<file path="src/rtl/lda_req_arbiter.sv">
// Round-robin arbiter that shares one line-draw engine among N_REQ
// requesters, latching the winning command until the engine is done.
module lda_req_arbiter #(
  parameter int N_REQ = 4,
  parameter int X_W   = 9,
  parameter int Y_W   = 8,
  parameter int C_W   = 3
) (
  input  logic                       i_clk,
  input  logic                       i_reset,
  input  logic [N_REQ-1:0]           i_req,
  input  logic [N_REQ*X_W-1:0]       i_x0,
  input  logic [N_REQ*Y_W-1:0]       i_y0,
  input  logic [N_REQ*X_W-1:0]       i_x1,
  input  logic [N_REQ*Y_W-1:0]       i_y1,
  input  logic [N_REQ*C_W-1:0]       i_color,
  output logic [N_REQ-1:0]           o_ack,
  output logic [N_REQ-1:0]           o_req_done,
  output logic                       o_busy,
  output logic [$clog2(N_REQ)-1:0]   o_grant_id,
  output logic                       o_lda_start,
  output logic [X_W-1:0]             o_lda_x0,
  output logic [X_W-1:0]             o_lda_x1,
  output logic [Y_W-1:0]             o_lda_y0,
  output logic [Y_W-1:0]             o_lda_y1,
  output logic [C_W-1:0]             o_lda_color,
  input  logic                       i_lda_done
);

  localparam int G_W = $clog2(N_REQ);

  localparam logic [1:0] S_IDLE    = 2'd0;
  localparam logic [1:0] S_START   = 2'd1;
  localparam logic [1:0] S_WAIT    = 2'd2;
  localparam logic [1:0] S_RELEASE = 2'd3;

  logic [1:0]     state_q, state_d;
  logic [G_W-1:0] ptr_q, ptr_d;
  logic [G_W-1:0] gnt_q;
  logic [G_W-1:0] sel;
  logic [G_W:0]   k;
  logic           found;
  logic [X_W-1:0] x0_q, x1_q;
  logic [Y_W-1:0] y0_q, y1_q;
  logic [C_W-1:0] col_q;
  logic [N_REQ-1:0] gnt_oh;

  // First pending request at or after the pointer, wrapping explicitly
  always_comb begin
    found = 1'b0;
    sel   = '0;
    k     = '0;
    for (int i = 0; i < N_REQ; i++) begin
      k = {1'b0, ptr_q} + (G_W+1)'(i);
      if (k > (G_W+1)'(N_REQ-1))
        k = k - (G_W+1)'(N_REQ);
      if (!found && i_req[k[G_W-1:0]]) begin
        found = 1'b1;
        sel   = k[G_W-1:0];
      end
    end
  end

  always_comb begin
    state_d = state_q;
    ptr_d   = ptr_q;
    unique case (state_q)
      S_IDLE:    if (found) state_d = S_START;
      S_START:   state_d = S_WAIT;
      S_WAIT:    if (i_lda_done) state_d = S_RELEASE;
      S_RELEASE: begin
        state_d = S_IDLE;
        ptr_d   = (gnt_q == G_W'(N_REQ-1)) ?
                  '0 : gnt_q + G_W'(1);
      end
      default:   state_d = S_IDLE;
    endcase
  end

  always_ff @(posedge i_clk or posedge i_reset) begin
    if (i_reset) begin
      state_q <= S_IDLE;
      ptr_q   <= '0;
      gnt_q   <= '0;
      x0_q    <= '0;
      x1_q    <= '0;
      y0_q    <= '0;
      y1_q    <= '0;
      col_q   <= '0;
    end else begin
      state_q <= state_d;
      ptr_q   <= ptr_d;
      if (state_q == S_IDLE && found) begin
        gnt_q <= sel;
        x0_q  <= i_x0[sel*X_W +: X_W];
        x1_q  <= i_x1[sel*X_W +: X_W];
        y0_q  <= i_y0[sel*Y_W +: Y_W];
        y1_q  <= i_y1[sel*Y_W +: Y_W];
        col_q <= i_color[sel*C_W +: C_W];
      end
    end
  end

  assign gnt_oh      = N_REQ'(1) << gnt_q;
  assign o_ack       = (state_q == S_START) ? gnt_oh : '0;
  assign o_req_done  = (state_q == S_RELEASE) ? gnt_oh : '0;
  assign o_lda_start = (state_q == S_START);
  assign o_busy      = (state_q != S_IDLE);
  assign o_grant_id  = gnt_q;
  assign o_lda_x0    = x0_q;
  assign o_lda_x1    = x1_q;
  assign o_lda_y0    = y0_q;
  assign o_lda_y1    = y1_q;
  assign o_lda_color = col_q;

endmodule
</file>
<file path="config.mk">
export PLATFORM = sky130hd
export DESIGN_NAME = lda_req_arbiter
export DESIGN_NICKNAME = d
export VERILOG_FILES = /design/src/rtl/lda_req_arbiter.sv
export SDC_FILE = /design/constraint.sdc
export NUM_CORES = 1
export LEC_CHECK = 0
export BUFFER_PORTS_ARGS = -buffer_cell sky130_fd_sc_hd__buf_4
export CORE_MARGIN = 4
export CORE_UTILIZATION = 42
export CTS_BUF_LIST = sky130_fd_sc_hd__clkbuf_16
export DETAILED_ROUTE_END_ITERATION = 12
export PLACE_DENSITY = 0.85
export SKIP_LAST_GASP = 1
export SLEW_MARGIN = 15
export SYNTH_ARGS = -nofsm -noshare
export SYNTH_HDL_FRONTEND = slang
export SYNTH_SLANG_ARGS = --single-unit
</file>
<file path="constraint.sdc">
create_clock -name i_clk -period 2.1 [get_ports i_clk]
set_input_delay 0.105 -clock i_clk [delete_from_list [all_inputs] [get_ports i_clk]]
set_output_delay 0.105 -clock i_clk [all_outputs]
set_load 0.005 [all_outputs]
</file>
Yosys cells after proc, flatten, opt, wreduce, memory -nomap -nowiden
Cells that the tools add are included.

Register bits after elaboration: 43. Word-level logic and storage cells: 74.

Add/sub/neg operators: 8. Multipliers: 2. Order comparisons: 8. Equality and inequality tests: 6. Shift operators: 6. Muxes and demuxes: 26. Reduce and logical (&&, ||, !) cells: 10.

Operator list (count): 36-bit by 7-bit variable part select with 9-bit output (2); 32-bit by 6-bit variable part select with 8-bit output (2); 2-bit two-way mux (11); 2-bit by 3-bit less-than comparator with 1-bit output, second input constant (4); 12-bit by 5-bit variable part select with 3-bit output (1); 3-bit by 2-bit greater-than comparator with 1-bit output, second input constant (3); 1-bit binary-select mux with 2-bit select (4); 1-bit two-way mux (8); 4-bit two-way mux (2); 2-bit one-hot mux with 4 select lines (1); 2-bit by 1-bit subtractor with 2-bit output, second input constant (4); 2-bit by 2-bit adder with 3-bit output, second input constant (2); 2-bit == test, second input constant (3); 2-bit by 4-bit multiplier with 6-bit output, second input constant (1); 1-bit logical AND (4); 2-bit by 2-bit multiplier with 4-bit output, second input constant (1); 2-bit inequality test, second input constant (2); 1-bit by 2-bit << shifter with 4-bit output, first input constant (1); 2-bit by 1-bit adder with 3-bit output, second input constant (1); 1-bit logical NOT (3); 2-bit by 1-bit adder with 2-bit output, second input constant (1); 2-bit by 1-bit == test with 1-bit output, second input constant (1); 2-bit greater-than comparator, second input constant (1); 2-bit logical NOT (1); 2 further kinds (2).

Longest topological paths before layout
Depth in word-level cells: 16. Gate-level depth with buffers: 7. Gate-level depth less buffers: 7.

Worst setup path after synthesis
Ideal clock, no wire load.

Kind: reg2reg. From: reg state_q[0]. To: reg x0_q[8], in the netlist o_lda_x0[8]. Library setup time: 0.086 ns. Data arrival time: 1.501 ns. Setup slack: 0.513 ns. Stages on the path, launching flop included: 8. Path buffers: 2. Period minus slack after synthesis: 1.587 ns. Cell sequence: dfrtp_1 inv_1 ha_1 nand2_4 or2_4 buf_6 buf_6 o221ai_2.

Longest elaborated chain between the ends: 2.

Ends and longest elaborated chain: start, declared (RTL line 37) `logic [1:0] state_q, state_d;`; start signal, assigned (RTL line 91) `state_q <= state_d;`; 2-bit logical NOT (RTL line 93) `if (state_q == S_IDLE && found) begin`; 1-bit logical AND (RTL line 93); end signal, assigned (RTL line 95) `x0_q <= i_x0[sel*X_W +: X_W];`; end, declared (RTL line 43) `logic [X_W-1:0] x0_q, x1_q;`.

No other way between the ends. A chain may end at the register's enable or synchronous reset.

Worst setup path in the final report
From: reg ptr_q[1]. To: reg y1_q[1], in the netlist o_lda_y1[1].

Longest elaborated chain between the ends: 15.

Ends and longest elaborated chain: start, declared (RTL line 38) `logic [G_W-1:0] ptr_q, ptr_d;`; start signal, assigned (RTL line 92) `ptr_q <= ptr_d;`; parallel branches: the longest is 15 deep, another holds 2-bit by 1-bit adder with 3-bit output; end signal, assigned (RTL line 98) `y1_q <= i_y1[sel*Y_W +: Y_W];`; end, declared (RTL line 44) `logic [Y_W-1:0] y0_q, y1_q;`.

Parallel ways; which one is timed is not known. The select of a mux whose other input is x is not followed.

==> run metrics <==
number of synthesized register bits 43; worst r2r src ptr_q[1]; largest net degree at the start of global routing 44; Crit Path Category reg -> reg; First-pass DRT Iterations 7; dpl ws a little under 300 ps; Leak Pwr approximately 2.5 nW; total number of vias ~2900; routed length per instance approximately 17 um; leading cell type in the layout, fill and taps excluded buf_4; GP Congestion between 0.7 and 0.8; starting DRC count in detailed routing 54; Yosys top cell by area dfrtp_1; Die W just over 90 um; DP Cell Count 547; Setup Buffers After CTS 0; status finished clean; DIE AREA around 8400 um^2; FMAX 555 MHz; antenna cells 0; initial antenna violation count 0; H-tree depth 2; Slew Viols, Final 0; Std-Cell Rows 30; Clock Latency Late Sink around 280 ps; average footprint of a synthesized cell 11.2 um^2; overall routing resource usage 0.211; Worst path slowest cell nand3_4; Chip Height slightly above 90 um; Tcrit/Tclk final 0.858; mapped cell area about 3000 um^2; layout cells sized above 1 0.528; Final ANT Viol Nets 0; Reg clk slew, reported paths approximately 70 ps; initial core utilization 0.433; Buffers & Inverters on Critical Path 0; WP data arrival around 2000 ps; pwr dens approximately 1200 nW/um^2; vias in the first global route about 3000; Clock Sinks between 40 and 50; RSZ-0062 raised after global routing no; Synth cell types 28; vias per cell between 5 and 6; Final setup viols 0; Hold/Removal Path Class in -> reg; relative slew slack 0.611; Least-Margin Pin Slew roughly 580 ps; Post-synth EDFFs 0; number of I/O port buffers 203; Yosys Warn Count 0; crit start category flip-flop; post-DP HPWL between 7000 and 8000 um; slowest stage delay, CP 440 ps; register area share after synthesis 0.366; Worst Slack Setup Final a little under 300 ps; Setup crit start ptr_q[1]; highest net fanout along the worst path 37; PostCTS Resize Cnt 0; top-area cell type share of the netlist area 0.366; setup tns final 0 ps; DR DRC count 0; first-pass GRT wire length around 14000 um; asr flop ratio synth 1.00; CP endpoint kind flip-flop; Final Net Count between 600 and 700; I/O pin count around 200; synth top area cells dfrtp_1 (37%), mux2i_1 (25%), o221ai_2 (9.7%), nand2_1 (5.5%), o221ai_1 (5.4%); TritonCTS clock tree built; CTS Buf Count 5; CTS Root Buffer Type clkbuf_16; leading cell types in the layout, fill and taps excluded buf_4 (205), mux2i_1 (74), nand2_1 (43), dfrtp_1 (43), o221ai_2 (19); Post-Syn Instances 263; GR Overflow Total 0; Worst VDD drop about 0.54 mV; Area Growth Syn to Fin 58.2%; CP delay by family, top compound AO/OA/AOI/OAI gates; Finished Layout Cells roughly 560; Clock Skews about 8.4 ps; minimum clock period between 1500 and 2000 ps; Final Hold Fails 0; Worst Min Path Start i_y0[26]; Hold WS around 140 ps; # Max-Cap Violations 0; Synth Net Count between 400 and 500; Worst EP required 2280 ps; area of the core about 6800 um^2; critical path, cell by cell a21oi_1, o21ai_1, a2bb2o_4, nand3_4, o221ai_2; end-of-flow core utilization 0.685; WL final approximately 9000 um; CTS Buffer Depth 2; Top FF cell, synth dfrtp_1
per-stage QoR:
step | total power [mW] | cell area, um^2
3_5_place_dp | 4.77 | 4500
6_report | 5.49 | 4650
2_1_floorplan | 3.53 | 2940
3_3_place_gp | 4.62 | 4500
5_1_grt | 5.87 | 4650
4_1_cts | 5.54 | 4650
cells in the mapped netlist (all sizes together) (2+ instances only):
cell type	n
nor2b	2
nand2	44
a21oi	2
and2	8
o22ai	2
inv	10
dfrtp	43
o21ai	4
buf	15
ha	9
nor2	2
clkbuf	4
o221ai	37
mux2i	74
worst reg2reg max path, cell delays in order (launching register included):
cell and delay [ps]:
dfrtp_1 430, a21oi_1 90, o21ai_1 190, a2bb2o_4 170, nand3_4 440, o221ai_2 400
state kept, by name, summed over array words and instances (netlist names):
register     flops
ptr_q            2
o_lda_x0         9
o_lda_y0         8
o_grant_id       2
state_q          2
o_lda_x1         9
o_lda_y1         8
o_lda_color      3
repair_timing:
action	CTS	global route
hold buffers	1	0
hold endpoints to repair	43	0
endpoints found under the setup margin	0	0
per-layer routing:
| layer | wire length [um] | vias to the layer above | track usage |
|---|---|---|---|
| li1 | - | 1369 | - |
| met4 | 176 | 0 | 0.0678 |
| met2 | 4890 | 137 | 0.388 |
| met5 | 0 | - | 0 |
| met1 | 3290 | 1341 | 0.233 |
| met3 | 852 | 12 | 0.0582 |
power by group:
group	internal, mW	switching (mW)	leakage, nW
clock	0.438	0.317	0.0658
combinational	1.66	1.55	1.92
sequential	1.25	0.273	0.530
total	3.34	2.15	2.51
final cells by class:
cell class,instances,area (um^2)
clock buffers,5,125
clock inverters,3,20.0
fillers,540,2140
inverters,10,37.5
multi-input cells,191,1680
flip-flops and latches,43,1080
well taps,96,120
repair buffers,208,1590
cell families after synthesis:
| group | count (synthesis) | synth area share |
|---|---|---|
| AO/OA/AOI/OAI | 48 | 0.183 |
| flip-flops | 43 | 0.366 |
| AND/OR/NAND/NOR | 60 | 0.0971 |
| buffers and inverters | 29 | 0.0639 |
| adder cells (fa/ha/maj) | 9 | 0.0383 |
| multiplexers | 74 | 0.252 |
worst paths after layout:
check / end / slack [ps] / cells after the start
worst max-delay path: o_lda_y1[1] / 300 / 5
worst min-delay path: o_lda_y0[2] / 140 / 3
worst max register to register: o_lda_y1[1] / 300 / 5
worst min register to register: o_lda_x1[5] / 490 / 2
max in group asynchronous: o_lda_y1[6] / 1180 / 4
min in group asynchronous: o_lda_y1[7] / 540 / 4
(Power assumes the default switching activity.)
